File: src/rtl/mem_wb_elastic_stage.sv
// rtl/mem_wb_elastic_stage.sv - MEM/WB two-entry elastic buffer with load extraction and writeback select
//
// Ports:
//   cpu_clk, cpu_rst_n             clock, asynchronous active-low reset
//   flush_i                        drop every buffered entry
//   in_valid_i / in_ready_o        MEM-side handshake
//   inst_i, reg_write_i, rd_i      instruction word, write enable, destination register
//   result_sel_i                   00/11 ALU, 01 load, 10 PC+4
//   alu_res_i, mem_rdata_i         ALU result / load address, raw aligned memory word
//   pc_plus_4_i, funct3_i          link value, load type
//   out_valid_o / out_ready_i      WB-side handshake
//   inst_o, reg_write_o, rd_o      head instruction, effective write enable, destination
//   wb_data_o, misaligned_o        final writeback value, head load misaligned
//   occupancy_o                    entries held (0..2)

module mem_wb_elastic_stage #(
    parameter int INST_WIDTH          = 32,
    parameter int INST_ADDR_WIDTH     = 32,
    parameter int DATA_WIDTH          = 32,
    parameter int REGISTER_ADDR_WIDTH = 5
) (
    input  logic                           cpu_clk,
    input  logic                           cpu_rst_n,
    input  logic                           flush_i,
    input  logic                           in_valid_i,
    output logic                           in_ready_o,
    input  logic [INST_WIDTH-1:0]          inst_i,
    input  logic                           reg_write_i,
    input  logic [1:0]                     result_sel_i,
    input  logic [DATA_WIDTH-1:0]          alu_res_i,
    input  logic [DATA_WIDTH-1:0]          mem_rdata_i,
    input  logic [REGISTER_ADDR_WIDTH-1:0] rd_i,
    input  logic [INST_ADDR_WIDTH-1:0]     pc_plus_4_i,
    input  logic [2:0]                     funct3_i,
    output logic                           out_valid_o,
    input  logic                           out_ready_i,
    output logic [INST_WIDTH-1:0]          inst_o,
    output logic                           reg_write_o,
    output logic [REGISTER_ADDR_WIDTH-1:0] rd_o,
    output logic [DATA_WIDTH-1:0]          wb_data_o,
    output logic                           misaligned_o,
    output logic [1:0]                     occupancy_o
);

    localparam int OFFW = $clog2(DATA_WIDTH / 8);
    localparam bit IS64 = (DATA_WIDTH == 64);

    typedef struct packed {
        logic [INST_WIDTH-1:0]          inst;
        logic                           reg_write;
        logic [REGISTER_ADDR_WIDTH-1:0] rd;
        logic [DATA_WIDTH-1:0]          wb_data;
        logic                           misaligned;
    } entry_t;

    entry_t h_q, s_q, new_e;
    logic   h_v, s_v;
    logic   accept, pop;

    // Load extraction: shift the addressed lane down to bit 0, then pick width.
    logic [OFFW-1:0]       off;
    logic [DATA_WIDTH-1:0] shifted;
    logic [DATA_WIDTH-1:0] ld_data;
    logic                  ld_mis;
    logic                  mis;

    assign off     = alu_res_i[OFFW-1:0];
    assign shifted = mem_rdata_i >> {off, 3'b000};

    always_comb begin
        ld_data = '0;
        ld_mis  = 1'b0;
        case (funct3_i)
            3'b000: ld_data = DATA_WIDTH'($signed(shifted[7:0]));
            3'b100: ld_data = DATA_WIDTH'(shifted[7:0]);
            3'b001: begin
                ld_data = DATA_WIDTH'($signed(shifted[15:0]));
                ld_mis  = off[0];
            end
            3'b101: begin
                ld_data = DATA_WIDTH'(shifted[15:0]);
                ld_mis  = off[0];
            end
            3'b010: begin
                ld_data = DATA_WIDTH'($signed(shifted[31:0]));
                ld_mis  = |off[1:0];
            end
            3'b110: begin
                if (IS64) begin
                    ld_data = DATA_WIDTH'(shifted[31:0]);
                    ld_mis  = |off[1:0];
                end
            end
            3'b011: begin
                // Doubleword: only offset 0 is legal, where shifted equals the raw word.
                if (IS64) begin
                    ld_data = shifted;
                    ld_mis  = |off;
                end
            end
            default: ;
        endcase
    end

    // Writeback selection happens at capture; a misaligned load is neutered here.
    always_comb begin
        mis           = (result_sel_i == 2'b01) && ld_mis;
        new_e.inst       = inst_i;
        new_e.rd         = rd_i;
        new_e.misaligned = mis;
        new_e.reg_write  = reg_write_i & ~mis;
        case (result_sel_i)
            2'b01:   new_e.wb_data = mis ? '0 : ld_data;
            2'b10:   new_e.wb_data = DATA_WIDTH'(pc_plus_4_i);
            default: new_e.wb_data = alu_res_i;
        endcase
    end

    // in_ready depends only on the skid register, never on out_ready_i.
    assign in_ready_o = ~s_v;
    assign accept     = in_valid_i & in_ready_o;
    assign pop        = h_v & out_ready_i;

    always_ff @(posedge cpu_clk or negedge cpu_rst_n) begin
        if (!cpu_rst_n) begin
            h_v <= 1'b0;
            s_v <= 1'b0;
            h_q <= '0;
            s_q <= '0;
        end else if (flush_i) begin
            h_v <= 1'b0;
            s_v <= 1'b0;
        end else if (pop && s_v) begin
            h_q <= s_q;
            s_v <= 1'b0;
        end else if (pop) begin
            if (accept) begin
                h_q <= new_e;
            end else begin
                h_v <= 1'b0;
            end
        end else if (accept) begin
            if (!h_v) begin
                h_q <= new_e;
                h_v <= 1'b1;
            end else begin
                s_q <= new_e;
                s_v <= 1'b1;
            end
        end
    end

    assign out_valid_o  = h_v;
    assign inst_o       = h_q.inst;
    assign rd_o         = h_q.rd;
    assign wb_data_o    = h_q.wb_data;
    assign misaligned_o = h_q.misaligned;
    assign reg_write_o  = h_v & h_q.reg_write & (|h_q.rd);
    assign occupancy_o  = {1'b0, h_v} + {1'b0, s_v};

endmodule

File: config.mk
export PLATFORM = sky130hd
export DESIGN_NAME = mem_wb_elastic_stage
export DESIGN_NICKNAME = d
export VERILOG_FILES = /design/src/rtl/mem_wb_elastic_stage.sv
export SDC_FILE = /design/constraint.sdc
export NUM_CORES = 1
export LEC_CHECK = 0
export BUFFER_PORTS_ARGS = -buffer_cell sky130_fd_sc_hd__buf_2
export CAP_MARGIN = 20
export CORE_MARGIN = 5
export CORE_UTILIZATION = 49
export DETAILED_ROUTE_END_ITERATION = 10
export GPL_ROUTABILITY_DRIVEN = 0
export PLACE_DENSITY = 0.75
export SLEW_MARGIN = 40
export SYNTH_ARGS = -nofsm -noshare
export SYNTH_HDL_FRONTEND = slang
export SYNTH_SLANG_ARGS = --single-unit
export TNS_END_PERCENT = 5
File: constraint.sdc
create_clock -name cpu_clk -period 2.7 [get_ports cpu_clk]
set_input_delay 0.27 -clock cpu_clk [delete_from_list [all_inputs] [get_ports cpu_clk]]
set_output_delay 0.27 -clock cpu_clk [all_outputs]
set_load 0.01 [all_outputs]
Word-level counts from Yosys, hierarchy flattened. Cells that the tools add are included.

Add/sub/neg operators: 1. Eq/ne operators: 10. Shift-type cells: 1. Muxes and demuxes: 19. Bitwise logic cells: 10. Reductions and logical operators: 14.

Operators with widths (count): $mux 71 (5); $pmux 32 s5 (1); $pmux 32 s2 (1); $mux 32 (1); $shr 32x5->32 (1); $mux 1 (10); $reduce_and 3->1 (3); $reduce_bool 3->1 (3); $eq 3x3->1 const B (2); $and 1x1->1 (5); $not 1->1 (5); $reduce_and 5->1 (1); $reduce_or 5->1 (1); $reduce_or 2->1 (2); $eq 3x1->1 const B (1); $eq 3x2->1 const B (1); $logic_not 3->1 (1); $ne 3x1->1 const B (1); $ne 3x2->1 const B (1); $ne 3x3->1 const B (1); $add 1x1->2 (1); $eq 2x1->1 const B (1); $eq 2x2->1 const B (1); $logic_and 1x1->1 (2); other kinds (3) (3).

Register bits: 144. Bits of input ports: 144. Output and inout bits: 75.

Depth between registers and ports, before layout.
Depth in word-level cells: 10. Mapped depth: 8. Gate-level depth less buffers: 6.

Least setup slack after synthesis. Ideal clock, no wire load.

Kind: flip-flop to flip-flop. Start: register h_v, in the netlist out_valid_o. End: register h_q (netlist bit wb_data_o[28]). Library setup time: 0.150 ns. Data arrival time: 1.817 ns. Required time: 2.550 ns. Path slack: 0.733 ns. Stages on the path, launching flop included: 9. Path buffers: 4. Path through: dfrtp_1 buf_2 nor2b_1 buf_2 or3_1 buf_2 buf_4 a221oi_2 a41oi_1.

Word-level cells in the longest chain between the ends: 4.

RTL lines: start, declared (RTL line 57) `logic h_v, s_v;`; start signal, assigned (RTL line 126) `h_v <= 1'b0;`; start signal, assigned (RTL line 131) `h_v <= 1'b0;`; start signal, assigned (RTL line 140) `h_v <= 1'b0;`; $and 1x1->1 (RTL line 122) `assign pop = h_v & out_ready_i;`; $logic_and 1x1->1 (RTL line 133) `end else if (pop && s_v) begin`; $ne 3x1->1 (no line) or $reduce_bool 2->1 (tied branches); $reduce_and 3->1 (no line); end signal, assigned (RTL line 134) `h_q <= s_q;`; end signal, assigned (RTL line 138) `h_q <= new_e;`; end signal, assigned (RTL line 144) `h_q <= new_e;`; end, declared (RTL line 56) `entry_t h_q, s_q, new_e;`.

Several ways; a longest one is shown, not always the timed one. A chain may end at the register's enable or synchronous reset.

Worst setup path in the final report.
Start: register s_v. End: register h_q (netlist bit wb_data_o[22]).

Word-level cells in the longest chain between the ends: 4.

RTL lines: start, declared (RTL line 57); start signal, assigned (RTL line 127) `s_v <= 1'b0;`; start signal, assigned (RTL line 132) `s_v <= 1'b0;`; start signal, assigned (RTL line 135) `s_v <= 1'b0;`; $not 1->1 (RTL line 120) `assign in_ready_o = ~s_v;`; $and 1x1->1 (RTL line 121) `assign accept = in_valid_i & in_ready_o;`; $reduce_bool 2->1 (no line); $reduce_and 3->1 (no line).

Several ways; a longest one is shown, not always the timed one.

==> results list <==
- For this run, the share of the core covered by cells in the final layout is 57.67%.
- Hpwl dp: 16510 um
- Leakage: 4.398 nW
* # port buffers: 218
- The slowest stage of the critical path belongs to the cell sky130_fd_sc_hd__mux2i_4.
- Number of global-route vias before repair: 7049
* Portion of the clock cycle consumed by the worst path in the final layout: 85.90%
- Number of setup buffers added after CTS: 0
- Entering global routing, the biggest net connects 65 pins.
- STA classifies the critical path endpoint as a flop.
- The post-route netlist has 28.46% of its cells at a drive strength greater than 1.
- HP Class: in2reg
* Routed wire length: 23140 um
- Core area: 16470 um^2
* Average detailed-routed wire length per instance: 18.36 um
* Fraction of registers with async set or reset after synthesis: 100.0%
- Total non-filler cell area in the finished layout: 9495 um^2
* Library cell with the highest instance count after synthesis: sky130_fd_sc_hd__nand2_1
- CTS placed an instance of sky130_fd_sc_hd__clkbuf_16 at the clock tree root.
- Area of placed instances: 8900 um^2
- The critical path runs through a total of 5 cells.
- Synthesized cell area: 8149 um^2
- The worst hold path terminates at s_q[40]$_DFFE_PN0P_.
- The die is 139.0 um tall.
- Setup repair after global routing left no endpoint under its margin.
- The cell count after synthesis came out at 911.
- First-pass GRT wire length: 37390 um
* Actual slew at the worst max-slew pin: 821.7 ps
- Die span in x: 139.0 um
- In this run the most critical hold path is launched from inst_i[1].
- Measured in cells, the most critical reg-to-reg path has a length of 5.
* Largest delay contributor family on the critical path: multiplexers
* Worst clock skew: 10.20 ps
- Along the worst hold path, the cell count comes to 3.
- Dividing total power by cell area gives a power density of 700.8 nW/um^2.
- Critical Setup Path Class: reg2reg
- Synthesis inferred 144 register bits.
- The floorplan step defined a die boundary enclosing 19310 um^2.
- Number of clock sinks: 144
* R2R Path End: wb_data_o[22]$_DFFE_PN0P_
- STA classifies the critical path startpoint as a flop.
* Proportion of netlist area held by the largest area contributor: 44.22%
- Arrival time reported for the critical path endpoint: 2650 ps
- Commonest cells in the netlist: sky130_fd_sc_hd__nand2_1, sky130_fd_sc_hd__dfrtp_1, sky130_fd_sc_hd__buf_4
* IO Pins: 219
- Top achievable clock speed: 0.4312 GHz
* Clock input transition at the sequential cells of the worst setup and hold paths: 60 ps
- Setup total negative slack: 0 ps
- Layout net count: 1176
- In this run, post-CTS repair resized a total of 0 instances.
- H-tree levels: 4
- For this run, the register share of the synthesized area comes to 44.22%.
- Distinct cell type count of the synthesized netlist: 47
- Setup slack on the worst reg-to-reg path comes out at 380 ps.
* Clock tree from TritonCTS: built
- Synthesized netlist net count: 1058
- Status: complete, no violations
- At the worst endpoint, the required time is 3030 ps.
* Antenna diode instance count: 0
- The area growth from synthesis to layout is 16.52%.
- OpenSTA, run right after detailed placement, puts the worst setup slack at 429.6 ps.
* Top cells by area in the synthesized netlist: sky130_fd_sc_hd__dfrtp_1, sky130_fd_sc_hd__nand2_1, sky130_fd_sc_hd__buf_4
- Beginning of the worst register-to-register path: s_v$_DFFE_PN0P_
- Post-synth top area cell: sky130_fd_sc_hd__dfrtp_1
- Starting density of the core: 49.49%
* Hold Violations, Final: 0
* Count of yosys warnings during synthesis: 0
- In this run, the number of DRC markers left after iteration 0 of detailed routing was 682.
- The count of nets left with antenna violations once routing finished came out at 0.
- Setup violations remaining at the end of the flow were counted as 0.
* DR vias: 7219
- VDD sags by at most 0.0004613 V.
- On the final layout, the worst hold slack is 64.35 ps.
- Using the TritonRoute via totals, the vias-per-cell ratio works out to 5.729.
- For this run the aggregate overflow at the end of global routing stands at 0.
- Number of enable flip-flop cells after synthesis: 0
* Max-cap violations: 0
* Buffering stage count on the worst path with inverters included: 1
- Measured against its own limit, the worst slew margin works out to 44.99%.
- Buffer depth of the longest clock path: 2
- In this design, the stage delay of the slowest critical-path cell is 690 ps.
* Main synth FF type: sky130_fd_sc_hd__dfrtp_1
- # DRC: 0
- Crit path cell chain: mux2i_4 > or3_1 > buf_4 > a21oi_1 > a41oi_1
- Cts hold-fix bufs: 1
* TritonRoute pass-1 iters: 5
* Final critical-path required period: 2319 ps
- The initialized floorplan defines 47 standard-cell rows.
- Mean cell area of the mapped netlist: 8.945 um^2
- Initial antenna violation count: 0
- Count of final max-slew check failures: 0
- Number of buffers created by CTS: 17
- Setup ws final: 380.8 ps
* Worst-path maximum fanout: 42
* Global router's overall resource usage: 23.90%
- For the worst-skew pair, the clock arrives at the later sink with an insertion delay of 410 ps.
==> registers in the layout, summed over array words and instances (netlist names) <==
name / flops
s_q: 71
inst_o: 32
wb_data_o: 32
rd_o: 5
h_q: 1
misaligned_o: 1
out_valid_o: 1
s_v: 1
==> metrics by stage <==
stage | instances | total power [mW]
6_report | 1260 | 6.654
5_1_grt | 1260 | 7.031
4_1_cts | 1260 | 6.701
3_5_place_dp | 1229 | 4.342
3_3_place_gp | 1229 | 4.284
2_1_floorplan | 911 | 3.972
==> layout by cell type, fill, tap and decap left out, drive strengths merged, types with 11 or more instances in the layout <==
cell	count
a31oi	53
buf	244
a41oi	16
dfrtp	144
nor2	39
o21ai	18
mux2i	35
nand2b	18
a21oi	20
nand4	17
a22oi	16
clkbuf	20
a221oi	32
nor4	18
nand3	11
o31ai	16
nand2	231
==> final cells by class <==
type	count	area [um^2]
Timing Repair Buffer	245	1315
Inverter	6	22.52
Fill cell	1464	6970
Clock buffer	20	446.7
Multi-Input combinational cell	615	3694
Clock inverter	10	138.9
Tap cell	220	275.3
Sequential cell	144	3603
==> report_power, final <==
group          internal, mW  switching, mW  leakage, nW
clock                  1.46          0.884        0.274
combinational         0.605          0.805         2.35
sequential             2.63          0.267         1.78
==> layer usage <==
metal  global-route usage, %  part of all wire (%)  vias to the layer above
met5                       0                     0                        -
met4                   8.239                   3.1                        0
met1                   31.53                    41                     3357
li1                        -                     -                     3421
met2                   37.92                    47                      396
met3                   6.966                   9.5                       45
==> tightest hold or removal path, stage by stage <==
cell and delay [ps]:
sky130_fd_sc_hd__buf_2 80, sky130_fd_sc_hd__nand2_1 40, sky130_fd_sc_hd__nand2_1 40
==> cells by family (layout without fill, tap and decap cells) <==
| family | after synthesis | count (layout) | share of synthesized area, % |
|---|---|---|---|
| DFF | 144 | 144 | 44.22 |
| buffers and inverters | 152 | 281 | 10.69 |
| adders and majority gates | 3 | 3 | 0.4607 |
| muxes | 44 | 44 | 6.802 |
| and+or+nand+nor | 371 | 371 | 20.67 |
| AOI/OAI and AO/OA | 197 | 197 | 17.17 |
==> worst max path at each step <==
stage / endpoint / startpoint
after floorplan: wb_data_o[28]$_DFFE_PN0P_ / out_valid_o$_DFFE_PN0P_
after global placement: wb_data_o[4]$_DFFE_PN0P_ / alu_res_i[0]
after detailed placement: wb_data_o[27]$_DFFE_PN0P_ / s_v$_DFFE_PN0P_
after CTS: wb_data_o[29]$_DFFE_PN0P_ / s_v$_DFFE_PN0P_
after global routing: wb_data_o[30]$_DFFE_PN0P_ / s_v$_DFFE_PN0P_
final: wb_data_o[22]$_DFFE_PN0P_ / s_v$_DFFE_PN0P_
Note: power is estimated with default switching activity, not from simulation.
